### src/rtl/array_3_arbiter.sv
// array_3_arbiter
//   Shares a single-port cache data array between two requesters.
//   After reset it walks every address writing zeros, then grants at most
//   one access per cycle with round-robin priority.  Read data comes back
//   RD_LAT cycles after acceptance, tagged with the requesting port.
//
// Ports
//   clock, reset              : clock and asynchronous active-high reset
//   reqN_valid/ready          : request handshake for port N (0 = refill/writeback, 1 = CPU)
//   reqN_write/addr/wdata/wmask : request payload for port N
//   rsp0_valid, rsp1_valid    : one-cycle read response strobes per port
//   rsp_data                  : read data shared by both ports (valid only with a strobe)
//   init_done                 : high once the zero-fill has completed
//   mem_*                     : single-port array interface (mem_rdata is the array output)
module array_3_arbiter #(
    parameter int ADDR_W = 12,
    parameter int DATA_W = 256,
    parameter int MASK_W = 4,
    parameter int RD_LAT = 1
) (
    input  logic              clock,
    input  logic              reset,

    input  logic              req0_valid,
    output logic              req0_ready,
    input  logic              req0_write,
    input  logic [ADDR_W-1:0] req0_addr,
    input  logic [DATA_W-1:0] req0_wdata,
    input  logic [MASK_W-1:0] req0_wmask,

    input  logic              req1_valid,
    output logic              req1_ready,
    input  logic              req1_write,
    input  logic [ADDR_W-1:0] req1_addr,
    input  logic [DATA_W-1:0] req1_wdata,
    input  logic [MASK_W-1:0] req1_wmask,

    output logic              rsp0_valid,
    output logic              rsp1_valid,
    output logic [DATA_W-1:0] rsp_data,

    output logic              init_done,

    output logic              mem_en,
    output logic              mem_wmode,
    output logic [ADDR_W-1:0] mem_addr,
    output logic [DATA_W-1:0] mem_wdata,
    output logic [MASK_W-1:0] mem_wmask,
    input  logic [DATA_W-1:0] mem_rdata
);

    typedef enum logic {
        ST_INIT = 1'b0,
        ST_RUN  = 1'b1
    } state_t;

    state_t              state_q, state_d;
    logic [ADDR_W-1:0]   cnt_q, cnt_d;
    logic                rr_last_q, rr_last_d;
    logic                init_done_q, init_done_d;

    // Read-tracking shift register: entry 0 is loaded on acceptance,
    // entry RD_LAT-1 lines up with the array output.
    logic [RD_LAT-1:0]   rd_vld_q, rd_vld_d;
    logic [RD_LAT-1:0]   rd_port_q, rd_port_d;

    logic                run;
    logic                grant;
    logic                accept;
    logic                grant_write;

    assign run = (state_q == ST_RUN);

    // Round-robin: a lone requester always wins; on contention the port
    // that did not win last time is chosen.
    always_comb begin
        grant = 1'b0;
        if (req0_valid && !req1_valid) begin
            grant = 1'b0;
        end else if (req1_valid && !req0_valid) begin
            grant = 1'b1;
        end else if (req0_valid && req1_valid) begin
            grant = ~rr_last_q;
        end
    end

    assign req0_ready  = run && req0_valid && (grant == 1'b0);
    assign req1_ready  = run && req1_valid && (grant == 1'b1);
    assign accept      = req0_ready || req1_ready;
    assign grant_write = grant ? req1_write : req0_write;

    // Array drive.  During INIT the enable is masked by reset so the array
    // sees no access while reset is held.
    always_comb begin
        mem_en    = 1'b0;
        mem_wmode = 1'b0;
        mem_addr  = cnt_q;
        mem_wdata = '0;
        mem_wmask = '1;
        if (state_q == ST_INIT) begin
            mem_en    = ~reset;
            mem_wmode = ~reset;
        end else begin
            mem_addr  = grant ? req1_addr  : req0_addr;
            mem_wdata = grant ? req1_wdata : req0_wdata;
            mem_wmask = grant ? req1_wmask : req0_wmask;
            if (accept) begin
                mem_en    = 1'b1;
                mem_wmode = grant_write;
            end
        end
    end

    always_comb begin
        state_d     = state_q;
        cnt_d       = cnt_q;
        rr_last_d   = rr_last_q;
        init_done_d = init_done_q;
        if (state_q == ST_INIT) begin
            cnt_d = cnt_q + ADDR_W'(1);
            if (cnt_q == {ADDR_W{1'b1}}) begin
                state_d     = ST_RUN;
                init_done_d = 1'b1;
            end
        end else if (accept) begin
            rr_last_d = grant;
        end
    end

    always_comb begin
        rd_vld_d     = rd_vld_q;
        rd_port_d    = rd_port_q;
        rd_vld_d[0]  = accept && !grant_write;
        rd_port_d[0] = grant;
        for (int i = 1; i < RD_LAT; i++) begin
            rd_vld_d[i]  = rd_vld_q[i-1];
            rd_port_d[i] = rd_port_q[i-1];
        end
    end

    always_ff @(posedge clock or posedge reset) begin
        if (reset) begin
            state_q     <= ST_INIT;
            cnt_q       <= '0;
            rr_last_q   <= 1'b1;
            init_done_q <= 1'b0;
            rd_vld_q    <= '0;
            rd_port_q   <= '0;
        end else begin
            state_q     <= state_d;
            cnt_q       <= cnt_d;
            rr_last_q   <= rr_last_d;
            init_done_q <= init_done_d;
            rd_vld_q    <= rd_vld_d;
            rd_port_q   <= rd_port_d;
        end
    end

    // Response stage boundary: tag from the tail of the tracking register.
    assign rsp0_valid = rd_vld_q[RD_LAT-1] && !rd_port_q[RD_LAT-1];
    assign rsp1_valid = rd_vld_q[RD_LAT-1] &&  rd_port_q[RD_LAT-1];
    assign rsp_data   = mem_rdata;
    assign init_done  = init_done_q;

endmodule

### config.mk
export PLATFORM = sky130hd
export DESIGN_NAME = array_3_arbiter
export DESIGN_NICKNAME = d
export VERILOG_FILES = /design/src/rtl/array_3_arbiter.sv
export SDC_FILE = /design/constraint.sdc
export NUM_CORES = 1
export LEC_CHECK = 0
export ABC_AREA = 0
export CAP_MARGIN = 30
export CELL_PAD_IN_SITES_DETAIL_PLACEMENT = 0
export CELL_PAD_IN_SITES_GLOBAL_PLACEMENT = 1
export CORE_AREA = 2 2 524 526
export CTS_CLUSTER_SIZE = 8
export DETAILED_ROUTE_END_ITERATION = 16
export DIE_AREA = 0 0 526 528
export PLACE_DENSITY_LB_ADDON = 0.1
export SKIP_CTS_REPAIR_TIMING = 1
export SYNTH_ARGS = -nofsm -noshare
export SYNTH_HDL_FRONTEND = slang
export SYNTH_SLANG_ARGS = --single-unit
### constraint.sdc
create_clock -name clock -period 3 [get_ports clock]
set_input_delay 0.3 -clock clock [delete_from_list [all_inputs] [get_ports clock]]
set_output_delay 0.3 -clock clock [all_outputs]
set_load 0.005 [all_outputs]
== After elaboration in Yosys (flattened, before gate mapping) ==
Index checks and enable logic that the tools add are counted.
Widths: inputs -> output; s select.
Storage, ports and cells
  output and inout port bits: 535
  register bits: 17
  bits of input ports: 806
  logic and storage cells: 45
Operators by class
  equality and inequality tests: 1
  muxes and demuxes: 16
  add/sub/neg operators: 1
  bitwise operators: 4
  reductions and logical operators: 17
Operators with widths (number)
  $mux 256: 2
  $mux 12: 2
  $add 12x1->12 const B: 1
  $eq 12x12->1 const B: 1
  $logic_and 1x1->1: 10
  $mux 1: 10
  $mux 4: 2
  $logic_not 1->1: 4
  $not 1->1: 4
  $reduce_and 2->1: 2
  $logic_or 1x1->1: 1

== Logic depth before layout (Yosys ltp) ==
Gate-level depths: netlist of run 1.
  depth in word-level cells: 9
  gate-level depth with buffers: 7
  depth with buffers taken out: 4

== Least setup slack after synthesis of run 1 ==
OpenSTA, ideal clock, no wires.
  kind: flip-flop to output port
  start: reg rr_last_q
  end: out mem_wdata[12]
  required time: 2700 ps
  setup slack: 1391 ps
  cell stages (with the launch flop): 7
  path buffers: 3
  arrival time: 1309 ps
  path through: dfstp_2 a21bo_1 buf_6 buf_4 buf_2 nand2_1 a21boi_0
Between the ends
  cells in the longest elaborated chain, start to end: 6
Ends and longest elaborated chain
  start, declared: RTL line 59  | logic rr_last_q, rr_last_d;
  start signal, assigned: RTL line 152  | rr_last_q <= rr_last_d;
  $not 1->1: RTL line 83  | grant = ~rr_last_q;
  $mux 1: RTL line 82  | end else if (req0_valid && req1_valid) begin
  $mux 1: RTL line 80  | end else if (req1_valid && !req0_valid) begin
  $mux 1: RTL line 78  | if (req0_valid && !req1_valid) begin
  $mux 256: RTL line 105  | mem_wdata = grant ? req1_wdata : req0_wdata;
  $mux 256: RTL line 100  | if (state_q == ST_INIT) begin
  end, declared: RTL line 47  | output logic [DATA_W-1:0] mem_wdata,
Every way passes these cells.

== Worst setup path in the final report of run 1 ==
  start: in req0_valid
  end: out mem_wdata[208]
Between the ends
  cells in the longest elaborated chain, start to end: 6
  elaborated cells between the ends (all ways): 9
  those cells by class: 5 x mux; 4 x reduce/logical
Ends and longest elaborated chain
  start, declared: RTL line 24  | input logic req0_valid,
  $logic_and 1x1->1 or $logic_not 1->1 (tied branches): RTL line 82, 80
  $mux 1 or $logic_and 1x1->1 (tied branches): RTL line 82, 80
  $mux 1: RTL line 80
  $mux 1 *: RTL line 78
  $mux 256 *: RTL line 105
  $mux 256 *: RTL line 100
Every way passes the cells marked *; elsewhere a longest branch is shown, timed or not.

==> metrics, run 1 <==
delay-heaviest family, CP buffers and inverters; vias in the first global route 11893; Worst-Skew Late Latency 0.26 ns; die span in y ~530 um; Yosys top cell by area nand2_1; Final nets 2646; Seq cells post-synth 17; Cell Count, Final, Fillers Out approximately 5500; WP depth 8; final worst path period share 0.958; Mapped Area 7420 sq um; Hold Crit Class input pin to asynchronous set/reset pin; Buffers on Ports between 800 and 900; most used routing layer met2; pre-CTS WS -0.278 ns; RSZ-0062 raised after global routing no; slowest stage delay, CP 0.56 ns; most common cell after layout, fill and taps aside clkdlybuf4s50_1; Die Wd roughly 530 um; Worst-Margin Slew 0.483 ns; DR WL/cell 25.6 um; CP max-delay cell clkdlybuf4s50_1; fmax 348 MHz; sw power 658 uW; Comb power frac 0.723; PwrDens 97.9 nW/um^2; grt met2 use 0.149; Routed WL around 140 mm; CP required 2.70 ns; outcome completed; CP max FO 19; fin util 0.0698; Leak 0.00590 uW; Iter 0 DRT Violations between 300 and 400; crit path cell chain clkdlybuf4s50_1 > a21bo_4 > clkinv_8 > buf_16 > buf_4 > nand2_1 > a21boi_2 > clkdlybuf4s50_1; first-pass GRT wire length approximately 170 mm; total CTS buffers 3; initial antenna violation count 100; Pwr Total 1860 uW; met3 Track Usage GR 0.0912; final hold viol count 0; Row Count 192; grt met1 use 0.0901; Tot GR Track Use 0.0949; Synth cell types 36; grt ovf 0; CTS root buf clkbuf_16; post-route ant nets 0; sequential fraction of the synthesis area 0.0575; initial core utilization 0.0273; Post-synth top flop dfrtp_1; largest net degree at the start of global routing 52; R2R cell count 6; most frequent cells in the layout clkdlybuf4s50_1, nand2_1, a21boi_1; Fin Setup TNS 0 ns; FILL cells 32267; most used cell, CP clkdlybuf4s50_1; Async SR Flop Fraction 1.00; Vias between 10000 and 15000; H-tree levels 1; CP endpoint kind primary output; maximum vdd ir drop 140 uV; Clk pwr share 0.153; post-DR vias/cell 2.02; Synth-to-Final Area Change 156%; WS Path Type input pin to primary output; internal power 1200 uW; layout cell share with drive strength beyond 1 0.0740; Avg Inst Size Synth 5.95 sq um; CORE AREA 272000 sq um; Sw Ratio 0.354; TritonCTS clock tree built; Net Count, Synth around 2000; GPL Wtd Cong 0.740; CTS clock-pin slew for the worst setup and hold paths ~0.050 ns; Die Area around 280000 sq um; crit path launch type input pin; slew margin rel. 0.678; final setup margin 0.126 ns; Synthesis Warnings 0; Pre-antenna DRT Iters 4; top cells by area, synth nand2_1, buf_4, a21boi_1, dfrtp_1, buf_6; drc violations 0; maxcap violations 0; CTS Buffer Depth 2; TritonCTS Sinks 17; IO Count roughly 1300; clock skew 0.00396 ns; Cells after Synth around 1200; Flop pwr share 0.124; final-report max-slew violation count 0; Buf+Inv Stages, Crit Path 5; dpl hpwl 128 mm; EDFF count, synth 0; DP Cell Count 5422; fin crit period about 2.9 ns; setup violators final 0; WP data arrival 2.57 ns; area fraction of the dominant cell type after synthesis 0.276
==> final cells by class <==
| class | count | area [sq um] | share of cell area |
|---|---|---|---|
| repair buffers | 938 | 9470 | 0.498 |
| well taps | 3589 | 4490 | 0.236 |
| multi-input cells | 876 | 4460 | 0.234 |
| flip-flops and latches | 17 | 430 | 0.0226 |
| clock buffers | 4 | 78.8 | 0.00414 |
| diodes | 29 | 72.6 | 0.00382 |
| inverters | 3 | 23.8 | 0.00125 |
==> Yosys cell counts, types with 2 or more instances <==
cell / count
nor2_1: 16
and2_1: 2
a31oi_1: 14
dfrtp_1: 16
inv_1: 2
xnor2_1: 7
buf_6: 28
a21oi_1: 2
clkbuf_1: 28
nand3_1: 8
a21boi_0: 25
buf_4: 258
buf_1: 3
nand2_1: 546
and3_1: 4
nor3b_1: 2
xor2_1: 4
buf_2: 34
a21boi_1: 231
==> stage by stage <==
| stage | hold WS, ns | instance area [sq um] |
|---|---|---|
| after CTS | 0.459 | 18900 |
| after global routing | 0.481 | 19000 |
| after floorplan | 0.234 | 7420 |
| after detailed placement | 0.453 | 18800 |
| after global placement | 0.468 | 18800 |
| final | 0.431 | 19000 |
==> flip-flops by register name, summed over array words and instances (netlist names) <==
register   count
init_done      1
rd_port_q      1
rd_vld_q       1
cnt_q         12
run            1
rr_last_q      1
==> cell families (layout without fill, tap and decap cells) <==
| family | Yosys count | after routing | synth area share |
|---|---|---|---|
| DFF | 17 | 17 | 0.0575 |
| other | 0 | 29 | 0 |
| AOI/OAI and AO/OA | 277 | 277 | 0.278 |
| adders and majority gates | 1 | 1 | 0.00168 |
| and+or+nand+nor | 586 | 586 | 0.305 |
| xor gates and xnor gates | 11 | 11 | 0.0130 |
| buffers and inverters | 354 | 945 | 0.344 |
| muxes | 1 | 1 | 0.00152 |
==> layer usage <==
metal  vias to the layer above  share of wire  wire length (um)
met1                      4784           0.34             46800
met3                       209           0.20             28500
met5                         -         0.0040               553
li1                       4949              -                 -
met4                        78          0.019              2600
met2                      1016           0.44             60900
==> worst register-to-register path, cell delays in order (launching register included) <==
cell and delay (ns):
dfstp_2 0.57, a21bo_4 0.22, clkinv_8 0.19, buf_4 0.27, buf_4 0.15, nor3b_1 0.17
o21a_1 0.13
==> power by group through the flow <==
stage          registers (uW)  clock network (uW)  logic (uW)
4_1_cts                   230                 297        1400
3_5_place_dp              235                   0        1390
5_1_grt                   230                 302        1470
3_3_place_gp              235                   0        1410
2_1_floorplan             234                   0         567
6_report                  230                 285        1350
==> final timing paths <==
check,end,from,slack [ns]
worst max-delay path,mem_wdata[208],req0_valid,0.13
worst min-delay path,rd_vld_q,reset,0.43
worst max register to register,rd_vld_q,rr_last_q,1.24
worst min register to register,init_done,init_done,0.48
max in group asynchronous,rr_last_q,reset,2.30
min in group clock,init_done,init_done,0.48
Power figures use the tool's default switching activity.
==> inputs of run 2 (changes only) <==
- CTS_CLUSTER_SIZE: 8 -> 28
==> results of run 2 <==
Final layout, timing and power as in run 1 (identical DEF).
